File: config.mk
export PLATFORM = sky130hd
export DESIGN_NAME = hdmi_period_sequencer
export DESIGN_NICKNAME = d
export VERILOG_FILES = /design/src/rtl/hdmi_period_sequencer.sv
export SDC_FILE = /design/constraint.sdc
export NUM_CORES = 1
export LEC_CHECK = 0
export CAP_MARGIN = 40
export CORE_MARGIN = 5
export CORE_UTILIZATION = 54
export DETAILED_ROUTE_END_ITERATION = 7
export GPL_ROUTABILITY_DRIVEN = 1
export PLACE_DENSITY = 0.89
export SYNTH_ARGS = -nofsm -noshare
export SYNTH_HDL_FRONTEND = slang
export SYNTH_SLANG_ARGS = --single-unit
File: constraint.sdc
create_clock -name pclk -period 3.6 [get_ports pclk]
set_input_delay 0.36 -clock pclk [delete_from_list [all_inputs] [get_ports pclk]]
set_output_delay 0.36 -clock pclk [all_outputs]
set_load 0.03 [all_outputs]
File: src/rtl/hdmi_period_sequencer.sv
// rtl/hdmi_period_sequencer.sv - parametrised raster timing and HDMI TMDS period sequencer
// Data-island sequencing is built only when HDMI_DATA_ISLAND_EN is defined (DVI mode otherwise).
module hdmi_period_sequencer #(
   parameter int H_ACTIVE       = 1280,
   parameter int H_FRONT        = 110,
   parameter int H_SYNC         = 40,
   parameter int H_BACK         = 220,
   parameter int V_ACTIVE       = 720,
   parameter int V_FRONT        = 5,
   parameter int V_SYNC         = 5,
   parameter int V_BACK         = 20,
   parameter int HSYNC_POL      = 1,
   parameter int VSYNC_POL      = 1,
   parameter int ISLAND_PACKETS = 1
) (
   input  logic        pclk,
   input  logic        rst,
   input  logic        en,
   input  logic        island_req,
   output logic [11:0] x,
   output logic [11:0] y,
   output logic        hsync,
   output logic        vsync,
   output logic [2:0]  period,
   output logic [3:0]  ctl,
   output logic        island_ack,
   output logic [1:0]  island_pkt,
   output logic [4:0]  island_px,
   output logic        line_start,
   output logic        frame_start
);

   typedef enum logic [2:0] {
      P_CTRL    = 3'd0,
      P_VPRE    = 3'd1,
      P_VGUARD  = 3'd2,
      P_VACT    = 3'd3,
      P_DPRE    = 3'd4,
      P_DGUARD  = 3'd5,
      P_DISLAND = 3'd6,
      P_DTGUARD = 3'd7
   } period_t;

   localparam int H_TOTAL = H_ACTIVE + H_FRONT + H_SYNC + H_BACK;
   localparam int V_TOTAL = V_ACTIVE + V_FRONT + V_SYNC + V_BACK;

   localparam logic [11:0] H_LAST   = 12'(H_TOTAL - 1);
   localparam logic [11:0] V_LAST   = 12'(V_TOTAL - 1);
   localparam logic [11:0] H_ACT    = 12'(H_ACTIVE);
   localparam logic [11:0] V_ACT    = 12'(V_ACTIVE);
   localparam logic [11:0] HS_BEG   = 12'(H_ACTIVE + H_FRONT);
   localparam logic [11:0] HS_END   = 12'(H_ACTIVE + H_FRONT + H_SYNC);
   localparam logic [11:0] VS_BEG   = 12'(V_ACTIVE + V_FRONT);
   localparam logic [11:0] VS_END   = 12'(V_ACTIVE + V_FRONT + V_SYNC);
   localparam logic [11:0] VPRE_BEG = 12'(H_TOTAL - 10);
   localparam logic [11:0] VPRE_END = 12'(H_TOTAL - 3);
   localparam logic        HS_ON    = (HSYNC_POL != 0);
   localparam logic        VS_ON    = (VSYNC_POL != 0);

   // The island must fit between the sync start and the video preamble of the same line.
`ifdef HDMI_DATA_ISLAND_EN
   if (H_SYNC + H_BACK < 32 * ISLAND_PACKETS + 28 || ISLAND_PACKETS < 1 || ISLAND_PACKETS > 4) begin : g_bad_timing
      $error("hdmi_period_sequencer: horizontal blanking too short for data island");
   end
`else
   if (H_SYNC + H_BACK < 14 || ISLAND_PACKETS < 1 || ISLAND_PACKETS > 4) begin : g_bad_timing
      $error("hdmi_period_sequencer: horizontal blanking too short for video preamble");
   end
`endif

   logic [11:0] nx, ny, nny;
   period_t     n_period;
   logic [3:0]  n_ctl;
   logic        n_ack;
   logic [1:0]  n_pkt;
   logic [4:0]  n_px;

   assign nx  = (x == H_LAST) ? 12'd0 : x + 12'd1;
   assign ny  = (x == H_LAST) ? ((y == V_LAST) ? 12'd0 : y + 12'd1) : y;
   assign nny = (ny == V_LAST) ? 12'd0 : ny + 12'd1;

`ifdef HDMI_DATA_ISLAND_EN
   localparam logic [11:0] DEC_X    = 12'(H_ACTIVE + H_FRONT - 1);
   localparam logic [11:0] DPRE_END = 12'(H_ACTIVE + H_FRONT + 8);
   localparam logic [11:0] DISL_BEG = 12'(H_ACTIVE + H_FRONT + 10);
   localparam logic [11:0] DTG_BEG  = 12'(H_ACTIVE + H_FRONT + 10 + 32 * ISLAND_PACKETS);
   localparam logic [11:0] ISL_END  = 12'(H_ACTIVE + H_FRONT + 12 + 32 * ISLAND_PACKETS);

   logic        island_run;
   logic        n_run;
   logic [11:0] isl_off;
   logic [4:0]  unused_off_hi;

   // Request is sampled once per line, on the pixel just before sync start.
   assign n_run         = (x == DEC_X) ? island_req : (island_run && nx < ISL_END);
   assign isl_off       = nx - DISL_BEG;
   assign unused_off_hi = isl_off[11:7];

   always_ff @(posedge pclk or posedge rst) begin
      if (rst) begin
         island_run <= 1'b0;
      end else if (en) begin
         island_run <= n_run;
      end
   end
`else
   logic unused_req;
   assign unused_req = island_req;
`endif

   always_comb begin
      n_period = P_CTRL;
      n_ctl    = 4'b0000;
      n_ack    = 1'b0;
      n_pkt    = 2'd0;
      n_px     = 5'd0;
      if (nx < H_ACT && ny < V_ACT) begin
         n_period = P_VACT;
      end else if (nny < V_ACT && nx >= VPRE_BEG) begin
         if (nx <= VPRE_END) begin
            n_period = P_VPRE;
            n_ctl    = 4'b0001;
         end else begin
            n_period = P_VGUARD;
         end
      end
`ifdef HDMI_DATA_ISLAND_EN
      else if (n_run) begin
         if (nx < DPRE_END) begin
            n_period = P_DPRE;
            n_ctl    = 4'b0101;
         end else if (nx < DISL_BEG) begin
            n_period = P_DGUARD;
         end else if (nx < DTG_BEG) begin
            n_period = P_DISLAND;
            n_ack    = (nx == DISL_BEG);
            n_pkt    = isl_off[6:5];
            n_px     = isl_off[4:0];
         end else begin
            n_period = P_DTGUARD;
         end
      end
`endif
   end

   always_ff @(posedge pclk or posedge rst) begin
      if (rst) begin
         x           <= H_LAST;
         y           <= V_LAST;
         hsync       <= ~HS_ON;
         vsync       <= ~VS_ON;
         period      <= P_CTRL;
         ctl         <= 4'b0000;
         island_ack  <= 1'b0;
         island_pkt  <= 2'd0;
         island_px   <= 5'd0;
         line_start  <= 1'b0;
         frame_start <= 1'b0;
      end else if (en) begin
         x           <= nx;
         y           <= ny;
         hsync       <= (nx >= HS_BEG && nx < HS_END) ? HS_ON : ~HS_ON;
         vsync       <= (ny >= VS_BEG && ny < VS_END) ? VS_ON : ~VS_ON;
         period      <= n_period;
         ctl         <= n_ctl;
         island_ack  <= n_ack;
         island_pkt  <= n_pkt;
         island_px   <= n_px;
         line_start  <= (nx == 12'd0);
         frame_start <= (nx == 12'd0) && (ny == 12'd0);
      end
   end

endmodule
Yosys cells after proc, flatten, opt, wreduce, memory -nomap -nowiden
Index checks and enable logic that the tools add are counted.
{"block": "totals", "output_inout_bits": 43, "ff_bits": 35}
{"block": "op_classes", "n_eq_ne": 3, "addsub": 3, "n_reduce_logical": 7, "n_mux": 12, "n_lt_le_gt_ge": 9}
{"op": "12-bit two-way mux", "count": 4}
{"op": "12-bit by 1-bit adder with 12-bit output, second input constant", "count": 3}
{"op": "12-bit by 10-bit < comparator with 1-bit output, second input constant", "count": 3}
{"op": "12-bit by 10-bit equality test with 1-bit output, second input constant", "count": 2}
{"op": "12-bit by 11-bit greater-or-equal comparator with 1-bit output, second input constant", "count": 2}
{"op": "12-bit zero test", "count": 2}
{"op": "12-bit by 11-bit < comparator with 1-bit output, second input constant", "count": 2}
{"op": "12-bit by 11-bit equality test with 1-bit output, second input constant", "count": 1}
{"op": "12-bit by 10-bit greater-or-equal comparator with 1-bit output, second input constant", "count": 1}
{"op": "12-bit by 11-bit <= comparator with 1-bit output, second input constant", "count": 1}
{"op": "2-bit two-way mux", "count": 3}
{"op": "1-bit logical AND", "count": 5}
{"op": "1-bit two-way mux", "count": 5}

Logic depth before layout (Yosys ltp)
Gate-level depths: netlist of the first run.
{"block": "depth", "depth_word": 9, "mapped_depth": 11}

Worst setup path before layout of the first run
OpenSTA, ideal clock, no wires.
{"block": "synth_path", "path_type": "reg2reg", "startpoint": "register y[0]", "endpoint": "register ctl[0]", "path_stages_with_launch": 10, "path_buffers": 0, "slack_ns": 0.618, "synth_period_minus_slack_ns": 2.982, "t_arrival_ns": 2.840, "cell_sequence": "dfstp_2 ha_1 or3b_2 or4_1 and2_1 o22ai_2 nor3_2 o41ai_2 nand4b_1 o221ai_1"}
{"block": "synth_via", "elab_chain_cells": 9}
{"element": "from (decl)", "line_no": "21", "text": "output logic [11:0] y,"}
{"element": "from (signal assigned)", "line_no": "161", "text": "y <= ny;"}
{"element": "12-bit by 1-bit adder with 12-bit output / 12-bit by 10-bit equality test with 1-bit output (equally long branches)", "line_no": "79", "text": "assign ny = (x == H_LAST) ? ((y == V_LAST) ? 12'd0 : y + 12'd1) : y;"}
{"element": "12-bit two-way mux", "line_no": "79"}
{"element": "12-bit two-way mux (*)", "line_no": "79"}
{"element": "12-bit by 1-bit adder with 12-bit output / 12-bit by 10-bit equality test with 1-bit output (equally long branches)", "line_no": "80", "text": "assign nny = (ny == V_LAST) ? 12'd0 : ny + 12'd1;"}
{"element": "12-bit two-way mux", "line_no": "80"}
{"element": "12-bit by 10-bit < comparator with 1-bit output", "line_no": "119", "text": "end else if (nny < V_ACT && nx >= VPRE_BEG) begin"}
{"element": "1-bit logical AND", "line_no": "119"}
{"element": "1-bit two-way mux", "line_no": "119"}
{"element": "1-bit two-way mux (*)", "line_no": "117", "text": "if (nx < H_ACT && ny < V_ACT) begin"}
{"element": "to (signal assigned)", "line_no": "165", "text": "ctl <= n_ctl;"}
{"element": "to (decl)", "line_no": "25", "text": "output logic [3:0] ctl,"}
Mark *: on every way between the ends. The rest lies on a longest branch, timed or not.
A chain may end at the register's enable or synchronous reset.

Worst setup path in the final report of the first run
{"block": "layout_path", "startpoint": "register x[0]", "endpoint": "register ctl[0]"}
{"block": "layout_via", "elab_chain_cells": 8}
{"element": "from (decl)", "line_no": "20", "text": "output logic [11:0] x,"}
{"element": "from (signal assigned)", "line_no": "160", "text": "x <= nx;"}
{"element": "12-bit by 11-bit equality test with 1-bit output", "line_no": "78, 79"}
{"element": "12-bit two-way mux", "line_no": "79"}
{"element": "12-bit by 1-bit adder with 12-bit output / 12-bit by 10-bit equality test with 1-bit output (equally long branches)", "line_no": "80"}
{"element": "12-bit two-way mux", "line_no": "80"}
{"element": "12-bit by 10-bit < comparator with 1-bit output", "line_no": "119"}
{"element": "1-bit logical AND", "line_no": "119"}
{"element": "1-bit two-way mux", "line_no": "119"}
{"element": "1-bit two-way mux (*)", "line_no": "117"}
Marks and branches as above.

==> results of run 1 <==
## state kept, by name, indices dropped and copies added (netlist names)
name,flops
x,12
hsync,1
y,12
vsync,1
ctl,1
frame_start,1
period,2
line_start,1
## routing by layer
| layer | share of wire (%) | vias to the layer above |
|---|---|---|
| met3 | 5.8 | 29 |
| met1 | 42 | 1313 |
| met2 | 50 | 126 |
| met4 | 2.8 | 0 |
| li1 | - | 1364 |
| met5 | 0 | - |
## Yosys cell counts, types with 9 or more instances
cell type	n	area share, %
sky130_fd_sc_hd__a21oi_1	17	3.0
sky130_fd_sc_hd__inv_1	9	1.2
sky130_fd_sc_hd__xor2_1	9	2.8
sky130_fd_sc_hd__nand4_1	12	2.7
sky130_fd_sc_hd__nand3_1	15	2.7
sky130_fd_sc_hd__xnor2_1	12	3.8
sky130_fd_sc_hd__nand2_1	35	4.7
sky130_fd_sc_hd__buf_4	12	3.2
sky130_fd_sc_hd__clkbuf_1	22	3.0
sky130_fd_sc_hd__o21ai_0	30	5.4
sky130_fd_sc_hd__nor3_1	13	2.3
sky130_fd_sc_hd__dfrtp_1	18	16
sky130_fd_sc_hd__dfstp_2	13	12
sky130_fd_sc_hd__nor2_1	28	3.8
## per-stage QoR
step	std cells	power (mW)
after floorplan	376	0.919
after global placement	451	1.07
after detailed placement	452	1.08
after CTS	460	1.40
after global routing	460	1.48
final	460	1.40
## worst paths after layout
check / slack, ns / startpoint / end / depth (start not counted)
worst max register to register: 0.33 / x[0] / ctl[0] / 9
min in group pclk: 0.53 / frame_start / frame_start / 2
worst min-delay path: 0.45 / rst / y[10] / 2
worst min register to register: 0.53 / frame_start / frame_start / 2
worst max-delay path: 0.33 / x[0] / ctl[0] / 9
max in group asynchronous: 2.40 / rst / x[5] / 4
## final cells by class
type / count / area share (%)
flip-flops and latches: 31 / 24.3
multi-input cells: 294 / 55.1
repair buffers: 48 / 13.8
inverters: 9 / 1.04
clock buffers: 8 / 3.07
well taps: 70 / 2.69
## cells by family after synthesis
family          after synthesis  share of synthesized area, %
flops                        31                          28.3
fa+ha+maj                     4                          1.79
buf+inv                      51                          8.94
compound gates               92                          21.5
xor+xnor                     21                          6.57
simple gates                162                          31.6
mux                           3                          1.12
other cells                   1                         0.134
## where the power goes
part           switching, mW  total [mW]  internal [mW]
registers              0.117       0.524          0.407
clock network          0.140       0.314          0.175
logic                  0.329       0.561          0.232
## critical path, stage by stage, from the launching register on
cell and delay, ns:
sky130_fd_sc_hd__dfstp_2 0.53, sky130_fd_sc_hd__ha_1 0.28, sky130_fd_sc_hd__and3_1 0.52, sky130_fd_sc_hd__nand4_1 0.21
sky130_fd_sc_hd__o21ba_2 0.25, sky130_fd_sc_hd__or2_2 0.34, sky130_fd_sc_hd__or4_1 0.53, sky130_fd_sc_hd__a32oi_1 0.17
sky130_fd_sc_hd__nand3_1 0.16, sky130_fd_sc_hd__o221ai_1 0.19
==> reports/qor.csv, run 1 <==
stage;metric;value;unit
run_status;run status;finished, final reports clean;
clock_network;maximum level of the CTS H-tree;2;
clock_network;TritonCTS clock tree;done;
place;Final HPWL DP;5700;µm
global_routing;global routing met3 resource utilization;3.51;%
place;instance area after placement;0.00316;mm²
cells_and_area;area of the multi-input gates;0.00180;mm²
setup_path;highest net fanout along the worst path;13;
setup_path;worst endpoint required time;3.80;ns
clock_network;total clock sinks;31;
sta;Final Hold Fails;0;
global_routing;first-pass GRT wire length;12800;µm
cells_and_area;final non-filler cell area;0.00326;mm²
cells_and_area;count of inserted antenna diode cells;0;
floorplanning;count of pins on the block boundary;47;
power;leakage dissipation;1.20;nW
clock_network;clock root buffer master;sky130_fd_sc_hd__clkbuf_8;
sta;crit share post-route;90.8;%
routing;number of remaining DRC errors;0;
global_routing;antenna violations before repair;0;
clock_network;CTS buffer count;5;
clock_network;number of hold buffers added after CTS;0;
clock_network;number of gates resized after cts;0;
floorplanning;area of the die;0.00672;mm²
synth;number of standard cells after synthesis;365;
place;number of buffers added on ports;33;
synth;number of warnings printed during yosys synthesis;0;
routing;wire length per cell;16.8;µm
sta;final-layout setup total negative slack;0;ns
place;dpl ws;0.429;ns
sta;post-route worst hold slack;0.453;ns
routing;Detailed Route Iter0 Violations;256;
sta;minimum period implied by the final worst setup slack;3.27;ns
cells_and_area;most common cell after layout, fill and taps aside;sky130_fd_sc_hd__nand2_1;
cells_and_area;layout overhead on the synthesized area;16.5;%
cells_and_area;total area of sequential cells;792;µm²
setup_path;startpoint class of the critical path;flop;
global_routing;global routing met1 resource utilization;31.3;%
sta;final-report setup violation count;0;
synth;number of distinct standard cells referenced by the synthesized netlist;64;
sta;slew margin rel.;54.2;%
synth;average cell area after synthesis;7.67;µm²
worst_hold_path;type of the most critical hold path;input pin to asynchronous set/reset pin;
synth;async set-reset flop share out of synthesis;100;%
clock_network;clock latency on the worst-skew pair;0.29;ns
global_routing;GRT overflow;0;
global_routing;busiest layer in global routing;met2;
sta;setup repair after global routing missed its margin;false;
routing;total detailed-routing wirelength;7710;µm
setup_path;Worst Setup End Kind;flop;
power;worst vdd ir;485;µV
routing;detailed-routing iteration count for the pre-antenna-repair pass;5;
clock_network;buffers from clock root to sink, at most;2;
routing;total via count in the routed design;2832;
cells_and_area;fraction of layout cells with a size suffix above 1;12.6;%
floorplanning;die outline width;82.0;µm
global_routing;largest net degree at the start of global routing;25;
global_routing;Overall Global Routing Usage;24.6;%
routing;Via-to-Cell Ratio;6.16;
global_routing;number of global-route vias before repair;2620;
sta;final worst clock skew;0.00654;ns
setup_path;critical path class;flop to flop;
floorplanning;core outline area;0.00507;mm²
synth;Synth Register Bits;31;
synth;most frequently used flop master after synthesis;sky130_fd_sc_hd__dfrtp_1;
clock_network;clock-pin slew on the worst setup and hold paths;0.07;ns
floorplanning;Placement Rows;26;
power;ratio of total power to cell area;429;mW/mm²
sta;Final Max Slew Viols;0;
clock_network;total setup buffers inserted after CTS;0;
cells_and_area;Post-layout nets;397;
place;GP Congestion;0.916;
global_routing;met2 routing resource usage after global routing;41.7;%
sta;post-layout worst setup margin;0.333;ns
synth;number of synthesized flops with an enable pin;0;
floorplanning;starting utilization of the core area;55.2;%
sta;fmax;306;MHz
floorplanning;Die Y;82.0;µm
sta;slew of the pin with the lowest slew margin;0.670;ns
run;total of max-cap violations;0;
cells_and_area;final cell utilization of the core;64.3;%
routing;antenna violation net count after detailed routing;0;
setup_path;Worst Path Arrival;3.47;ns
synth;proportion of synthesized chip area in sequential cells;28.3;%
cells_and_area;most frequent cells in the layout;sky130_fd_sc_hd__nand2_1, sky130_fd_sc_hd__clkdlybuf4s50_1, sky130_fd_sc_hd__o21ai_0;
synth;Post-Synthesis Cell Area;0.00280;mm²
cells_and_area;Layout fillers;475;
(Power assumes the default switching activity.)
==> inputs of run 2 (changes only) <==
--- a/config.mk
+++ b/config.mk
@@ -6,11 +6,11 @@
 export NUM_CORES = 1
 export LEC_CHECK = 0
 export CAP_MARGIN = 40
-export CORE_MARGIN = 5
-export CORE_UTILIZATION = 54
+export CORE_MARGIN = 2
+export CORE_UTILIZATION = 40
 export DETAILED_ROUTE_END_ITERATION = 7
 export GPL_ROUTABILITY_DRIVEN = 1
-export PLACE_DENSITY = 0.89
+export PLACE_DENSITY = 0.71
 export SYNTH_ARGS = -nofsm -noshare
 export SYNTH_HDL_FRONTEND = slang
 export SYNTH_SLANG_ARGS = --single-unit
==> run 2 against run 1 <==
Hold slack lost 0.024 ns. Global-route usage shrank 3.9 points. Critical path depth is the same. Cell count grew 5.4%. Wire length shrank 1.1%. Critical path type unchanged. Clock power shrank 13%.
==> reports/qor.csv, run 2 (same netlist as run 1, synthesis figures left out) <==
stage;metric;value;unit
floorplanning;die outline width;87.7;µm
setup_path;highest net fanout along the worst path;14;
clock_network;number of hold buffers added after CTS;0;
global_routing;antenna violations before repair;0;
power;leakage dissipation;1.19;nW
cells_and_area;largest registers;x: 12 flops, y: 12 flops, period: 2 flops;
cells_and_area;Layout fillers;668;
sta;fmax;303;MHz
floorplanning;core outline area;0.00679;mm²
sta;final-layout setup total negative slack;0;ns
clock_network;total clock sinks;31;
run_status;run status;finished, final reports clean;
sta;setup repair after global routing missed its margin;false;
routing;total detailed-routing wirelength;7620;µm
place;number of buffers added on ports;33;
cells_and_area;final non-filler cell area;0.00328;mm²
setup_path;Worst Path Arrival;3.44;ns
clock_network;total setup buffers inserted after CTS;0;
routing;Detailed Route Iter0 Violations;224;
floorplanning;area of the die;0.00768;mm²
cells_and_area;layout overhead on the synthesized area;17.2;%
global_routing;Overall Global Routing Usage;20.6;%
routing;detailed-routing iteration count for the pre-antenna-repair pass;5;
sta;Final Max Slew Viols;0;
floorplanning;count of pins on the block boundary;47;
place;GP Congestion;0.900;
global_routing;number of global-route vias before repair;2546;
floorplanning;Placement Rows;30;
setup_path;worst endpoint required time;3.75;ns
worst_hold_path;type of the most critical hold path;input pin to asynchronous set/reset pin;
routing;total via count in the routed design;2823;
power;worst vdd ir;432;µV
setup_path;Worst Setup End Kind;flop;
run;total of max-cap violations;0;
global_routing;largest net degree at the start of global routing;21;
clock_network;TritonCTS clock tree;done;
clock_network;clock latency on the worst-skew pair;0.29;ns
floorplanning;Die Y;87.7;µm
place;instance area after placement;0.00320;mm²
clock_network;maximum level of the CTS H-tree;2;
clock_network;buffers from clock root to sink, at most;2;
routing;number of remaining DRC errors;0;
sta;final-report setup violation count;0;
routing;Via-to-Cell Ratio;5.82;
cells_and_area;Post-layout nets;396;
setup_path;startpoint class of the critical path;flop;
sta;post-route worst hold slack;0.429;ns
clock_network;clock root buffer master;sky130_fd_sc_hd__clkbuf_8;
cells_and_area;most frequent cells in the layout;sky130_fd_sc_hd__nand2_1, sky130_fd_sc_hd__clkdlybuf4s50_1, sky130_fd_sc_hd__o21ai_0;
cells_and_area;fraction of layout cells with a size suffix above 1;11.8;%
sta;slew margin rel.;57.9;%
global_routing;first-pass GRT wire length;12700;µm
setup_path;critical path class;flop to flop;
clock_network;CTS buffer count;5;
place;Final HPWL DP;5610;µm
sta;slew of the pin with the lowest slew margin;0.627;ns
cells_and_area;most common cell after layout, fill and taps aside;sky130_fd_sc_hd__nand2_1;
floorplanning;starting utilization of the core area;41.2;%
cells_and_area;count of inserted antenna diode cells;0;
sta;minimum period implied by the final worst setup slack;3.30;ns
cells_and_area;Final Instance Count excl. Fillers;485;
routing;antenna violation net count after detailed routing;0;
clock_network;clock-pin slew on the worst setup and hold paths;0.07;ns
sta;Final Hold Fails;0;
sta;final worst clock skew;0.00652;ns
sta;crit share post-route;91.6;%
clock_network;number of gates resized after cts;0;
place;Placed Instances;477;
global_routing;GRT overflow;0;
power;ratio of total power to cell area;413;mW/mm²
cells_and_area;final cell utilization of the core;48.3;%
routing;wire length per cell;15.7;µm
-- run 2: cell types whose count changed in the layout (fill, tap and decap cells not counted) --
cell	previous run	this run
sky130_fd_sc_hd__buf_8	1	0
sky130_fd_sc_hd__clkbuf_8	7	5
sky130_fd_sc_hd__buf_16	0	1
sky130_fd_sc_hd__clkbuf_1	1	3
sky130_fd_sc_hd__buf_4	14	13
-- run 2: per-stage QoR --
step / total power, mW / worst slack [ns]
after floorplan: 0.919 / 0.618
after global placement: 1.07 / 0.433
after detailed placement: 1.08 / 0.372
after CTS: 1.36 / 0.343
after global routing: 1.44 / 0.124
final: 1.35 / 0.301
-- run 2: final cells by class --
class	instances	area (µm²)	area share (%)
clock buffer	8	80.1	2.44
inverter	9	33.8	1.03
multi-input combinational	294	1800	54.8
sequential	31	792	24.2
tap	96	120	3.66
timing repair buffer	47	455	13.9
-- run 2: layer usage --
| layer | share of wire (%) | wire length [µm] | up-vias | GRT usage, % |
|---|---|---|---|---|
| met3 | 5.4 | 408 | 12 | 3.39 |
| met1 | 44 | 3350 | 1345 | 26.9 |
| met5 | 0 | 0 | - | 0 |
| met4 | 1.4 | 108 | 0 | 5.31 |
| li1 | - | - | 1360 | - |
| met2 | 49 | 3750 | 106 | 35.5 |
-- run 2: where the power goes --
group	internal [mW]	switching, mW	total [mW]
clock network	0.137	0.135	0.273
registers	0.408	0.137	0.545
logic	0.227	0.309	0.536
total	0.772	0.581	1.35
-- run 2: worst max-delay path: stages, from the launching register on --
cell,delay [ns]
sky130_fd_sc_hd__dfstp_2,0.67
sky130_fd_sc_hd__ha_1,0.19
sky130_fd_sc_hd__or3b_2,0.45
sky130_fd_sc_hd__or4_1,0.51
sky130_fd_sc_hd__and2_1,0.19
sky130_fd_sc_hd__o22ai_2,0.25
sky130_fd_sc_hd__nor3_2,0.07
sky130_fd_sc_hd__o41ai_2,0.52
sky130_fd_sc_hd__nand4b_1,0.19
sky130_fd_sc_hd__o221ai_1,0.11
-- run 2: path summary, 6_finish.rpt --
kind | endpoint | slack [ns] | cells after the start | startpoint
setup / recovery | ctl[0] | 0.30 | 9 | y[0]
hold / removal | y[1] | 0.43 | 2 | rst
setup reg to reg | ctl[0] | 0.30 | 9 | y[0]
hold reg to reg | frame_start | 0.51 | 2 | frame_start
max in group asynchronous | x[4] | 2.48 | 4 | rst
min in group pclk | frame_start | 0.51 | 2 | frame_start
==> inputs of run 3 (changes only) <==
--- a/config.mk
+++ b/config.mk
@@ -11,6 +11,7 @@
 export DETAILED_ROUTE_END_ITERATION = 7
 export GPL_ROUTABILITY_DRIVEN = 1
 export PLACE_DENSITY = 0.71
+export SETUP_SLACK_MARGIN = 0.3
 export SYNTH_ARGS = -nofsm -noshare
 export SYNTH_HDL_FRONTEND = slang
 export SYNTH_SLANG_ARGS = --single-unit
==> run 3 against run 2 <==
Setup slack gained 0.18 ns. Sequential power grew 0.7%. Hold slack lost 0.0031 ns. Flip-flop and latch count is the same. Wire length grew 0.59%. Clock skew shrank 0.0014 ns. Die area is the same. Critical path depth is the same. Count of clock-buffer cells in the layout is the same. Clock power is essentially flat. Fmax grew 5.7%. Sequential share of layout area shrank 0.31 points. Critical path type unchanged. Largest power group unchanged.
==> reports/qor.csv, run 3 (same netlist as run 1, synthesis figures left out) <==
stage;metric;value;unit
run_status;run status;finished, final reports clean;
setup_path;beginning of the critical path;x[0];
setup_path;critical-path cell list;ha_2, and3_1, nand4_1, o21ba_2, or2_2, or4_1, a32oi_1, nand3_1, o221ai_1;
routing;antenna violation net count after detailed routing;0;
cells_and_area;Layout fillers;664;
setup_path;Top Family by Delay on Critical Path;simple AND/OR/NAND/NOR gates;
place;GP Congestion;0.900;
floorplanning;area of the die;0.00768;mm²
sta;Final Hold Fails;0;
power;sw power;0.584;mW
worst_hold_path;type of the most critical hold path;input pin to asynchronous set/reset pin;
global_routing;number of global-route vias before repair;2546;
setup_path;R2R Setup Slk;0.48;ns
floorplanning;starting utilization of the core area;41.2;%
sta;fmax;320;MHz
global_routing;largest net degree at the start of global routing;21;
sta;post-route worst hold slack;0.426;ns
place;number of buffers added on ports;33;
routing;Detailed Route Iter0 Violations;231;
place;dpl ws;0.372;ns
clock_network;clock-pin slew on the worst setup and hold paths;0.07;ns
setup_path;Worst Setup End Kind;flop;
setup_path;highest net fanout along the worst path;11;
power;ratio of total power to cell area;410;mW/mm²
routing;Via-to-Cell Ratio;5.88;
sta;slew of the pin with the lowest slew margin;0.617;ns
clock_network;number of hold buffers added after CTS;0;
cells_and_area;fraction of layout cells with a size suffix above 1;12.6;%
global_routing;antenna violations before repair;0;
clock_network;total clock sinks;31;
floorplanning;core outline area;0.00679;mm²
power;internal power contribution;0.778;mW
clock_network;clock latency on the worst-skew pair;0.28;ns
power;leakage dissipation;1.22;nW
cells_and_area;most frequent cells in the layout;sky130_fd_sc_hd__nand2_1, sky130_fd_sc_hd__clkdlybuf4s50_1, sky130_fd_sc_hd__o21ai_0;
sta;minimum period implied by the final worst setup slack;3.12;ns
cells_and_area;count of inserted antenna diode cells;0;
clock_network;buffers from clock root to sink, at most;2;
floorplanning;count of pins on the block boundary;47;
setup_path;critical path's largest stage delay;0.64;ns
setup_path;worst endpoint required time;3.80;ns
cells_and_area;most common cell after layout, fill and taps aside;sky130_fd_sc_hd__nand2_1;
clock_network;CTS buffer count;5;
sta;slew margin rel.;58.6;%
global_routing;Overall Global Routing Usage;20.6;%
cells_and_area;Final Instance Count excl. Fillers;486;
clock_network;maximum level of the CTS H-tree;2;
routing;number of remaining DRC errors;0;
power;relative contribution of the clock network to total power;19.8;%
routing;wire length per cell;15.8;µm
power;fraction of power consumed by combinational cells;39.8;%
cells_and_area;largest registers;x: 12 flops, y: 12 flops, period: 2 flops;
run;total of max-cap violations;0;
sta;final worst clock skew;0.00510;ns
routing;total via count in the routed design;2858;
global_routing;GRT overflow;0;
cells_and_area;layout overhead on the synthesized area;18.7;%
setup_path;beginning of the worst register-to-register path;x[0];
sta;final-report setup violation count;0;
global_routing;first-pass GRT wire length;12700;µm
clock_network;clock root buffer master;sky130_fd_sc_hd__clkbuf_8;
setup_path;startpoint class of the critical path;flop;
setup_path;Crit-path slowest cell;sky130_fd_sc_hd__dfstp_2;
routing;detailed-routing iteration count for the pre-antenna-repair pass;5;
power;fraction of power spent switching nets;42.9;%
setup_path;Buf/Inv on CP;0;
setup_path;critical path class;flop to flop;
sta;crit share post-route;86.7;%
cells_and_area;final non-filler cell area;0.00332;mm²
power;total power consumption of the routed design;1.36;mW
sta;final-layout setup total negative slack;0;ns
sta;setup repair after global routing missed its margin;false;
sta;Final Max Slew Viols;0;
floorplanning;Placement Rows;30;
power;worst vdd ir;435;µV
sta;post-layout worst setup margin;0.479;ns
place;instance area after placement;0.00320;mm²
cells_and_area;Post-layout nets;397;
cells_and_area;final cell utilization of the core;48.9;%
routing;total detailed-routing wirelength;7660;µm
place;Placed Instances;477;
floorplanning;Die Y;87.7;µm
place;Final HPWL DP;5610;µm
setup_path;Worst Path Arrival;3.32;ns
floorplanning;die outline width;87.7;µm
clock_network;TritonCTS clock tree;done;
power;Reg power frac;40.4;%
-- run 3: cell types whose count changed in the layout (fill, tap and decap cells not counted), sizes merged --
cell	previous run	this run
buf	14	15
-- run 3: timing repair --
action                     in CTS  in global routing
setup endpoints to repair       0                  3
buffers inserted                0                  1
gates resized for setup         0                  6
-- run 3: power groups by stage --
| stage | registers, mW | logic, mW | clock network [mW] |
|---|---|---|---|
| final | 0.549 | 0.542 | 0.270 |
| after global routing | 0.565 | 0.591 | 0.295 |
| after CTS | 0.542 | 0.536 | 0.278 |
| after detailed placement | 0.547 | 0.533 | 0 |
| after global placement | 0.545 | 0.522 | 0 |
| after floorplan | 0.553 | 0.366 | 0 |
-- run 3: cell type report --
| type | instances | area, µm² | area share (%) |
|---|---|---|---|
| sequential | 31 | 792 | 23.8 |
| timing repair buffer | 48 | 463 | 13.9 |
| multi-input combinational | 294 | 1830 | 55.2 |
| clock buffer | 8 | 80.1 | 2.41 |
| inverter | 9 | 33.8 | 1.02 |
| tap | 96 | 120 | 3.62 |
-- run 3: worst paths after layout --
path                               end  cells after the start
setup / recovery                ctl[0]                      9
hold / removal                    y[1]                      2
setup reg to reg                ctl[0]                      9
hold reg to reg            frame_start                      2
max in group asynchronous         x[5]                      4
min in group pclk          frame_start                      2
-- run 3: routing by layer --
metal,vias to the layer above,global-route usage [%],wire length (µm)
li1,1361,-,-
met1,1368,26.9,3340
met2,117,35.5,3760
met3,12,3.39,456
met4,0,5.31,106
met5,-,0,0
